### config.mk
export PLATFORM = sky130hd
export DESIGN_NAME = pe_feed_sched
export DESIGN_NICKNAME = d
export VERILOG_FILES = /design/src/rtl/pe_feed_sched.sv
export SDC_FILE = /design/constraint.sdc
export NUM_CORES = 1
export LEC_CHECK = 0
export CAP_MARGIN = 20
export CORE_MARGIN = 1
export CORE_UTILIZATION = 58
export DETAILED_ROUTE_END_ITERATION = 8
export DONT_BUFFER_PORTS = 1
export GPL_TIMING_DRIVEN = 0
export PLACE_DENSITY = 0.72
export SLEW_MARGIN = 20
export SYNTH_ARGS = -nofsm -noshare
export SYNTH_HDL_FRONTEND = slang
export SYNTH_SLANG_ARGS = --single-unit
### constraint.sdc
create_clock -name clk -period 4.55 [get_ports clk]
set_clock_uncertainty 0.15 [all_clocks]
set_input_delay 1.365 -clock clk [delete_from_list [all_inputs] [get_ports clk]]
set_output_delay 1.365 -clock clk [all_outputs]
set_load 0.05 [all_outputs]
### src/rtl/pe_feed_sched.sv
// pe_feed_sched: drives the per-row PE input buffer read strobes with a
// diagonal wavefront skew (row r lags row 0 by r step-cycles), then waits a
// fixed drain time for the array to flush and pulses done.

// One row's read window: active for t in [ROW, ROW+len) while enabled.
module pe_feed_row #(
    parameter int CNTW = 8,
    parameter int ROW  = 0
) (
    input  logic            en,
    input  logic [CNTW+1:0] t_x,
    input  logic [CNTW+1:0] len_x,
    output logic            rd
);
    localparam logic [CNTW+1:0] ROW_X = (CNTW+2)'(ROW);

    // Widened compare so ROW+len never wraps.
    assign rd = en && (t_x >= ROW_X) && (t_x < ROW_X + len_x);
endmodule

module pe_feed_sched #(
    parameter int ROWS      = 8,
    parameter int CNTW      = 8,
    parameter int DRAIN_CYC = 4
) (
    input  logic            clk,
    input  logic            rstn,
    input  logic            start,
    input  logic [CNTW-1:0] len,
    input  logic            step,
    input  logic            abort,
    output logic [ROWS-1:0] rd_en,
    output logic [CNTW:0]   feed_cnt,
    output logic            busy,
    output logic            done,
    output logic            len_err
);
    localparam int DW = (DRAIN_CYC > 1) ? $clog2(DRAIN_CYC) : 1;

    typedef enum logic [1:0] {IDLE, FEED, DRAIN, DONE} state_t;

    state_t          state;
    logic [CNTW-1:0] len_q;
    logic [CNTW:0]   t_q;
    logic [DW-1:0]   dcnt;

    logic [CNTW+1:0] t_x;
    logic [CNTW+1:0] len_x;
    logic [CNTW+1:0] last_x;
    logic            feed_en;

    assign t_x     = {1'b0, t_q};
    assign len_x   = {2'b00, len_q};
    // Final wavefront index: last row's last word, L+ROWS-2.
    assign last_x  = len_x + (CNTW+2)'(ROWS - 1) - (CNTW+2)'(1);
    // abort wins over step and kills strobes in the same cycle.
    assign feed_en = (state == FEED) && step && !abort;
    assign feed_cnt = t_q;

    // Per-row read window comparators.
    genvar r;
    generate
        for (r = 0; r < ROWS; r++) begin : g_row
            pe_feed_row #(.CNTW(CNTW), .ROW(r)) u_row (
                .en    (feed_en),
                .t_x   (t_x),
                .len_x (len_x),
                .rd    (rd_en[r])
            );
        end
    endgenerate

    // Pass sequencing FSM with registered busy/done/len_err.
    always_ff @(posedge clk) begin
        if (!rstn) begin
            state   <= IDLE;
            len_q   <= '0;
            t_q     <= '0;
            dcnt    <= '0;
            busy    <= 1'b0;
            done    <= 1'b0;
            len_err <= 1'b0;
        end else begin
            done    <= 1'b0;
            len_err <= 1'b0;
            case (state)
                IDLE: begin
                    t_q <= '0;
                    if (start && !abort) begin
                        if (len == '0) begin
                            len_err <= 1'b1;
                        end else begin
                            len_q <= len;
                            state <= FEED;
                            busy  <= 1'b1;
                        end
                    end
                end
                FEED: begin
                    if (abort) begin
                        state <= IDLE;
                        busy  <= 1'b0;
                        t_q   <= '0;
                    end else if (step) begin
                        if (t_x == last_x) begin
                            state <= DRAIN;
                            dcnt  <= DW'(DRAIN_CYC - 1);
                        end else begin
                            t_q <= t_q + 1'b1;
                        end
                    end
                end
                DRAIN: begin
                    if (abort) begin
                        state <= IDLE;
                        busy  <= 1'b0;
                        t_q   <= '0;
                    end else if (step) begin
                        if (dcnt == '0) begin
                            state <= DONE;
                            busy  <= 1'b0;
                            done  <= 1'b1;
                        end else begin
                            dcnt <= dcnt - 1'b1;
                        end
                    end
                end
                DONE: begin
                    state <= IDLE;
                    t_q   <= '0;
                end
                default: begin
                    state <= IDLE;
                    busy  <= 1'b0;
                    t_q   <= '0;
                end
            endcase
        end
    end
endmodule
==> results.sh, run 1 <==
export IMPL_clk_pin_slew_ps=80
export IMPL_setup_viol=0
export IMPL_use_met2_pct=48.9
export IMPL_start_util_pct=59.9
export IMPL_ant_nets=0
export IMPL_ys_flop_type="dfxtp_1"
export IMPL_grt_pass1_wl_um=14700
export IMPL_num_io_pins=33
export IMPL_required_ps=3030
export IMPL_startpoint="len_q[2]$_SDFFE_PN0P_"
export IMPL_yosys_mux_area_fraction_pct=2.12
export IMPL_async_flop_share_pct=0
export IMPL_status="completed"
export IMPL_cts_root_buf="clkbuf_8"
export IMPL_track_usage_pct=28.3
export IMPL_viasPerCell=6.10
export IMPL_max_slew_margin_pct=24.4
export IMPL_irDropWorstVdd_uv=170
export IMPL_num_rows=29
export IMPL_critPathLaunchType="flop"
export IMPL_ys_seq_area_share_pct=12.7
export IMPL_path_max_fanout=6
export IMPL_die_w_um=82.8
export IMPL_drt_first_pass_iters=5
export IMPL_synthAdderAreaFrac_pct=26.1
export IMPL_finalNetCount=578
export IMPL_use_met1_pct=36.9
export IMPL_synth_cell_types=68
export IMPL_synth_compound_area_share_pct=20.0
export IMPL_htree_levels=1
export IMPL_end_kind="output pin"
export IMPL_routedWlPerCell_um=17.2
export IMPL_clkSinkCount=24
export IMPL_cap_violations=0
export IMPL_drc=0
export IMPL_synth_nets=560
export IMPL_hold_viol_final=0
export IMPL_synth_edf_count=0
export IMPL_slew_violations=0
export IMPL_criticalPathCategory="reg2out"
export IMPL_grt_pass1_vias=3110
export IMPL_final_layout_size_suffix_gt1_share_pct=16.9
export IMPL_holdWs_ps=360
export IMPL_gp_congestion=0.943
export IMPL_drt_initial_drc_count=146
export IMPL_die_h_um=82.8
export IMPL_synth_cells=468
export IMPL_holdBufCountCts=0
export IMPL_routed_wl_um=9650
export IMPL_fin_area_sq_um=4210
export IMPL_antenna_found_initial=0
export IMPL_endpoint="rd_en[4]"
export IMPL_syn2layout_area_growth_pct=11.2
export IMPL_dp_hpwl_um=7130
export IMPL_hold_path_class="reg2reg"
export IMPL_netlist_area_sq_um=3780
export IMPL_clock_latency_ps=270
export IMPL_use_met3_pct=3.39
export IMPL_final_cell_mix="ha_1 (73), nor2_1 (41), xnor2_1 (34)"
export IMPL_power_density_nw_per_um2=157
export IMPL_cts_made_buffers=3
export IMPL_p_leak_uw=0.00183
export IMPL_antenna_cells=0
export IMPL_grt_overflow_total=0
export IMPL_vias=3427
export IMPL_synth_top_family_by_area="adder cells"
export IMPL_fin_crit_ps=4460
export IMPL_regToRegSetupSlack_ps=1080
export IMPL_finalCritPeriodShare_pct=98.0
export IMPL_arrival_ps=2950
export IMPL_die_area_sq_um=6850
export IMPL_yosys_area_share_simple_pct=20.7
export IMPL_ys_ff_latch=24
export IMPL_placedInstanceArea_sq_um=3880
export IMPL_grt_max_degree=17
export IMPL_clockBufferDepth=2
export IMPL_portBuffers=0
export IMPL_core_region_area_sq_um=6310
export IMPL_rr_startpoint="len_q[0]$_SDFFE_PN0P_"
export IMPL_layout_commonest_cell="ha_1"
export IMPL_synth_area_per_cell_sq_um=8.08
export IMPL_busiest_layer="met2"
export IMPL_worst_pin_slew_ps=1130
export IMPL_worstRegToRegCells=13
export IMPL_yosys_warnings=0
export IMPL_synth_xor_area_share_pct=11.6
export IMPL_cts_tree="yes"
export IMPL_worst_r2r_endpoint="feed_cnt[7]$_SDFFE_PN0P_"
export IMPL_fmax_mhz=224
==> layout make-up <==
| cell class | instances | area [sq um] |
|---|---|---|
| well taps | 77 | 96.3 |
| multi-input cells | 388 | 3160 |
| repair buffers | 14 | 113 |
| inverters | 30 | 124 |
| clock buffers | 4 | 55.1 |
| plain buffers | 25 | 154 |
| flip-flops and latches | 24 | 502 |
| fillers | 552 | 2110 |
==> flip-flops by register name (all words and copies together), names as in the netlist <==
signal    count
feed_cnt      9
len_q         8
dcnt          2
state         2
busy          1
done          1
len_err       1
==> worst max-delay path: stages, from the launching register on <==
cell and delay (ps):
dfxtp_4 390, clkinvlp_4 160, ha_1 320, ha_1 290
a21o_1 220, a21o_1 190, a21o_1 170, a21o_1 170
a21o_1 190, a2111oi_2 310, buf_4 260
==> cell usage after synthesis (2+ instances only) <==
master	number	area share, %
inv_1	27	2.7
nand2_1	28	2.8
a2111oi_0	2	0.46
buf_2	3	0.40
ha_1	79	26
clkbuf_1	12	1.2
a31oi_1	6	0.99
nor2_1	41	4.1
nand2b_1	15	2.5
buf_4	11	2.2
xnor2_1	34	7.9
o21ai_0	16	2.1
nor2b_1	11	1.8
and4_1	2	0.46
nor4_1	3	0.50
and2_1	3	0.50
and3_1	2	0.33
clkinv_1	2	0.20
nand3_1	12	1.6
o21ai_1	6	0.79
or3_1	2	0.33
mux2i_1	8	2.1
or2_2	3	0.50
nand4_1	2	0.33
a21o_1	17	3.4
xor2_1	4	0.93
nor3_1	7	0.93
xnor2_2	2	0.86
o31ai_1	2	0.40
nand3_2	2	0.53
a211oi_1	5	0.99
or4_1	8	1.6
a21oi_1	29	3.8
o21bai_1	3	0.60
dfxtp_1	24	13
xnor3_1	2	1.2
a311oi_1	2	0.46
==> kinds of logic after synthesis <==
logic type	after synthesis
XOR/XNOR	43
flip-flops	24
buffers and inverters	56
AND/OR/NAND/NOR	149
AO/OA/AOI/OAI	109
adder cells (fa/ha/maj)	79
multiplexers	8
==> power by group <==
group | switching, uW | leakage [uW] | internal [uW]
sequential | 19.3 | 0.000200 | 219
clock | 67.7 | 0.0000288 | 77.2
combinational | 160 | 0.00160 | 117
total | 247 | 0.00183 | 413
==> through the flow <==
| step | instances | setup WS (ps) | power (uW) | util [%] | TNS [ps] |
|---|---|---|---|---|---|
| final | 562 | 89.2 | 660 | 66.6 | 0 |
| after CTS | 556 | 0.710 | 639 | 64.1 | 0 |
| after global placement | 545 | -312 | 478 | 61.5 | -731 |
| after detailed placement | 545 | -301 | 485 | 61.5 | -871 |
| after floorplan | 468 | 107 | 435 | - | 0 |
| after global routing | 562 | -53.0 | 705 | 66.6 | -110 |
==> routing by layer <==
metal  share of wire [%]  routed length (um)
met1                  46                4480
met2                  48                4590
met3                 4.3                 415
met4                 1.7                 168
met5                   0                   0
==> how the worst min path moves through the flow <==
stage | startpoint | end | slack [ps] | depth (start not counted)
after global routing | dcnt[0]$_SDFFE_PN0P_ | dcnt[0]$_SDFFE_PN0P_ | 380 | 2
after detailed placement | dcnt[0]$_SDFFE_PN0P_ | dcnt[0]$_SDFFE_PN0P_ | 350 | 2
after CTS | dcnt[0]$_SDFFE_PN0P_ | dcnt[0]$_SDFFE_PN0P_ | 360 | 2
final | dcnt[0]$_SDFFE_PN0P_ | dcnt[0]$_SDFFE_PN0P_ | 360 | 2
after global placement | dcnt[1]$_SDFFE_PN0P_ | dcnt[1]$_SDFFE_PN0P_ | 340 | 2
after floorplan | dcnt[0]$_SDFFE_PN0P_ | dcnt[0]$_SDFFE_PN0P_ | 330 | 2
==> timing repair <==
| action | in CTS | in global routing |
|---|---|---|
| endpoints found under the setup margin | 8 | 7 |
| resized for setup | 19 | 28 |
| setup buffers | 8 | 6 |
| pin swaps | 1 | 11 |
(Power assumes the default switching activity.)
==> run 2: changes to the inputs <==
Settings changed: CAP_MARGIN 20 to default.
==> results of run 2 <==
The final DEF is identical to that of run 1; final timing and power are the same.
==> run 3: changes to the inputs <==
Settings changed: CORE_UTILIZATION 58 to 66, PLACE_DENSITY 0.72 to 0.8.
==> run 3 against run 2 <==
Against the previous run:
- global-route usage rose by 5.6 points
- maximum frequency down 1.5%
- largest cell class unchanged
- final area is 0.12% higher
- sequential power about the same
- worst setup slack lost 66 ps
- clock power is 33% higher
- critical endpoint unchanged
- cell count is 0.89% lower
- hold slack better by 7.4 ps
==> results.sh, run 3 (synthesis gave the netlist of run 1 again) <==
export IMPL_required_ps=3030
export IMPL_core_region_area_sq_um=5510
export IMPL_fin_area_sq_um=4210
export IMPL_track_usage_pct=34.0
export IMPL_fillCellCount=406
export IMPL_drt_first_pass_iters=5
export IMPL_whs_path_depth=2
export IMPL_cts_root_buf="clkbuf_8"
export IMPL_drt_initial_drc_count=187
export IMPL_grt_overflow_total=0
export IMPL_vias=3507
export IMPL_htree_levels=1
export IMPL_clkSinkCount=24
export IMPL_use_met2_pct=59.6
export IMPL_critPathLaunchType="flop"
export IMPL_final_cell_mix="ha_1 (72), nor2_1 (41), xnor2_1 (34)"
export IMPL_setup_ws_ps=23.4
export IMPL_finalNetCount=578
export IMPL_use_met1_pct=43.2
export IMPL_max_slew_margin_pct=27.0
export IMPL_grt_pass1_wl_um=16100
export IMPL_power_density_nw_per_um2=169
export IMPL_regToRegSetupSlack_ps=1040
export IMPL_antenna_cells=0
export IMPL_ant_nets=0
export IMPL_p_leak_uw=0.00182
export IMPL_largest_reg_flops=9
export IMPL_worstRegToRegCells=7
export IMPL_dp_hpwl_um=7410
export IMPL_antenna_found_initial=0
export IMPL_busiest_layer="met2"
export IMPL_use_met3_pct=4.24
export IMPL_grt_pass1_vias=3385
export IMPL_end_kind="output pin"
export IMPL_criticalPathCategory="reg2out"
export IMPL_min_to="dcnt[0]$_SDFFE_PN0P_"
export IMPL_worst_pin_slew_ps=1090
export IMPL_syn2layout_area_growth_pct=11.3
export IMPL_finalCritPeriodShare_pct=99.5
export IMPL_routed_wl_um=9760
export IMPL_hold_viol_final=0
export IMPL_path_max_fanout=7
export IMPL_fin_crit_ps=4530
export IMPL_gp_congestion=0.885
export IMPL_num_io_pins=33
export IMPL_final_layout_size_suffix_gt1_share_pct=17.1
export IMPL_fmax_mhz=221
export IMPL_num_rows=27
export IMPL_grt_max_degree=17
export IMPL_clk_pin_slew_ps=90
export IMPL_layout_commonest_cell="ha_1"
export IMPL_cts_tree="yes"
export IMPL_place_ws_ps=-330
export IMPL_die_h_um=77.7
export IMPL_irDropWorstVdd_uv=268
export IMPL_viasPerCell=6.30
export IMPL_worstHoldStart="dcnt[0]$_SDFFE_PN0P_"
export IMPL_placedInstanceArea_sq_um=3870
export IMPL_setup_viol=0
export IMPL_routedWlPerCell_um=17.5
export IMPL_rsz0062_at_grt="yes"
export IMPL_rr_startpoint="feed_cnt[4]$_SDFFE_PN0P_"
export IMPL_holdBufCountCts=0
export IMPL_regArea_sq_um=500
export IMPL_drc=0
export IMPL_hold_path_class="reg2reg"
export IMPL_cap_violations=0
export IMPL_cts_made_buffers=3
export IMPL_portBuffers=0
export IMPL_slew_violations=0
export IMPL_die_area_sq_um=6040
export IMPL_start_util_pct=68.7
export IMPL_die_w_um=77.7
export IMPL_clock_latency_ps=270
export IMPL_arrival_ps=3010
export IMPL_status="completed"
export IMPL_worst_r2r_endpoint="dcnt[1]$_SDFFE_PN0P_"
export IMPL_clockBufferDepth=2
export IMPL_multi_input_area_sq_um=3160
==> run 3: critical path, cell delays in order (launching register included) <==
cell	delay [ps]
dfxtp_4	540
ha_4	260
nor2b_1	150
o21bai_1	150
nand2b_1	80
a21o_1	230
a21o_1	190
a21o_1	170
a21o_1	170
a21o_1	190
a2111oi_2	350
buf_4	250
==> run 3: report_power, final <==
part	leakage, uW	switching [uW]	internal, uW
registers	0.000200	18.6	219
clock network	0.0000357	75.0	118
logic	0.00158	161	120
total	0.00182	255	457
==> run 3: worst max path at each step <==
stage	from	to	slack [ps]	cells past startpoint
2_1_floorplan	feed_cnt[1]$_SDFFE_PN0P_	rd_en[4]	110	11
3_3_place_gp	feed_cnt[1]$_SDFFE_PN0P_	rd_en[4]	-300	11
3_5_place_dp	feed_cnt[1]$_SDFFE_PN0P_	rd_en[4]	-330	11
4_1_cts	feed_cnt[1]$_SDFFE_PN0P_	rd_en[4]	0.1	11
5_1_grt	len_q[3]$_SDFFE_PN0P_	rd_en[4]	-70	10
6_report	feed_cnt[1]$_SDFFE_PN0P_	rd_en[4]	20	11
==> run 3: per-stage QoR <==
step	instances	hold slack [ps]	utilization [%]	TNS, ps	total power (uW)
after floorplan	468	325	-	0	435
after global placement	540	336	70.3	-610	477
after detailed placement	540	353	70.3	-974	487
after CTS	553	370	74.0	0	688
after global routing	557	387	76.5	-215	752
final	557	368	76.5	0	712
==> run 3: timing repair <==
| action | CTS | global route |
|---|---|---|
| gates resized for setup | 24 | 23 |
| endpoints found under the setup margin | 8 | 7 |
| pin swaps | 2 | 7 |
| setup buffers | 10 | 4 |
==> run 3: layer usage <==
layer  vias to the layer above  wire, um  part of all wire, %
li1                       1697         -                    -
met1                      1680      4330                   44
met3                        21       479                  4.9
met4                         0       243                  2.5
met5                         -         0                    0
met2                       109      4710                   48
==> run 3: final cells by class <==
cell class	count	area share (%)
sequential	24	11.9
clock inverter	1	0.713
timing repair buffer	14	2.47
inverter	30	2.94
multi-input combinational	388	75.1
clock buffer	3	0.980
tap	72	2.14
buffer	25	3.80
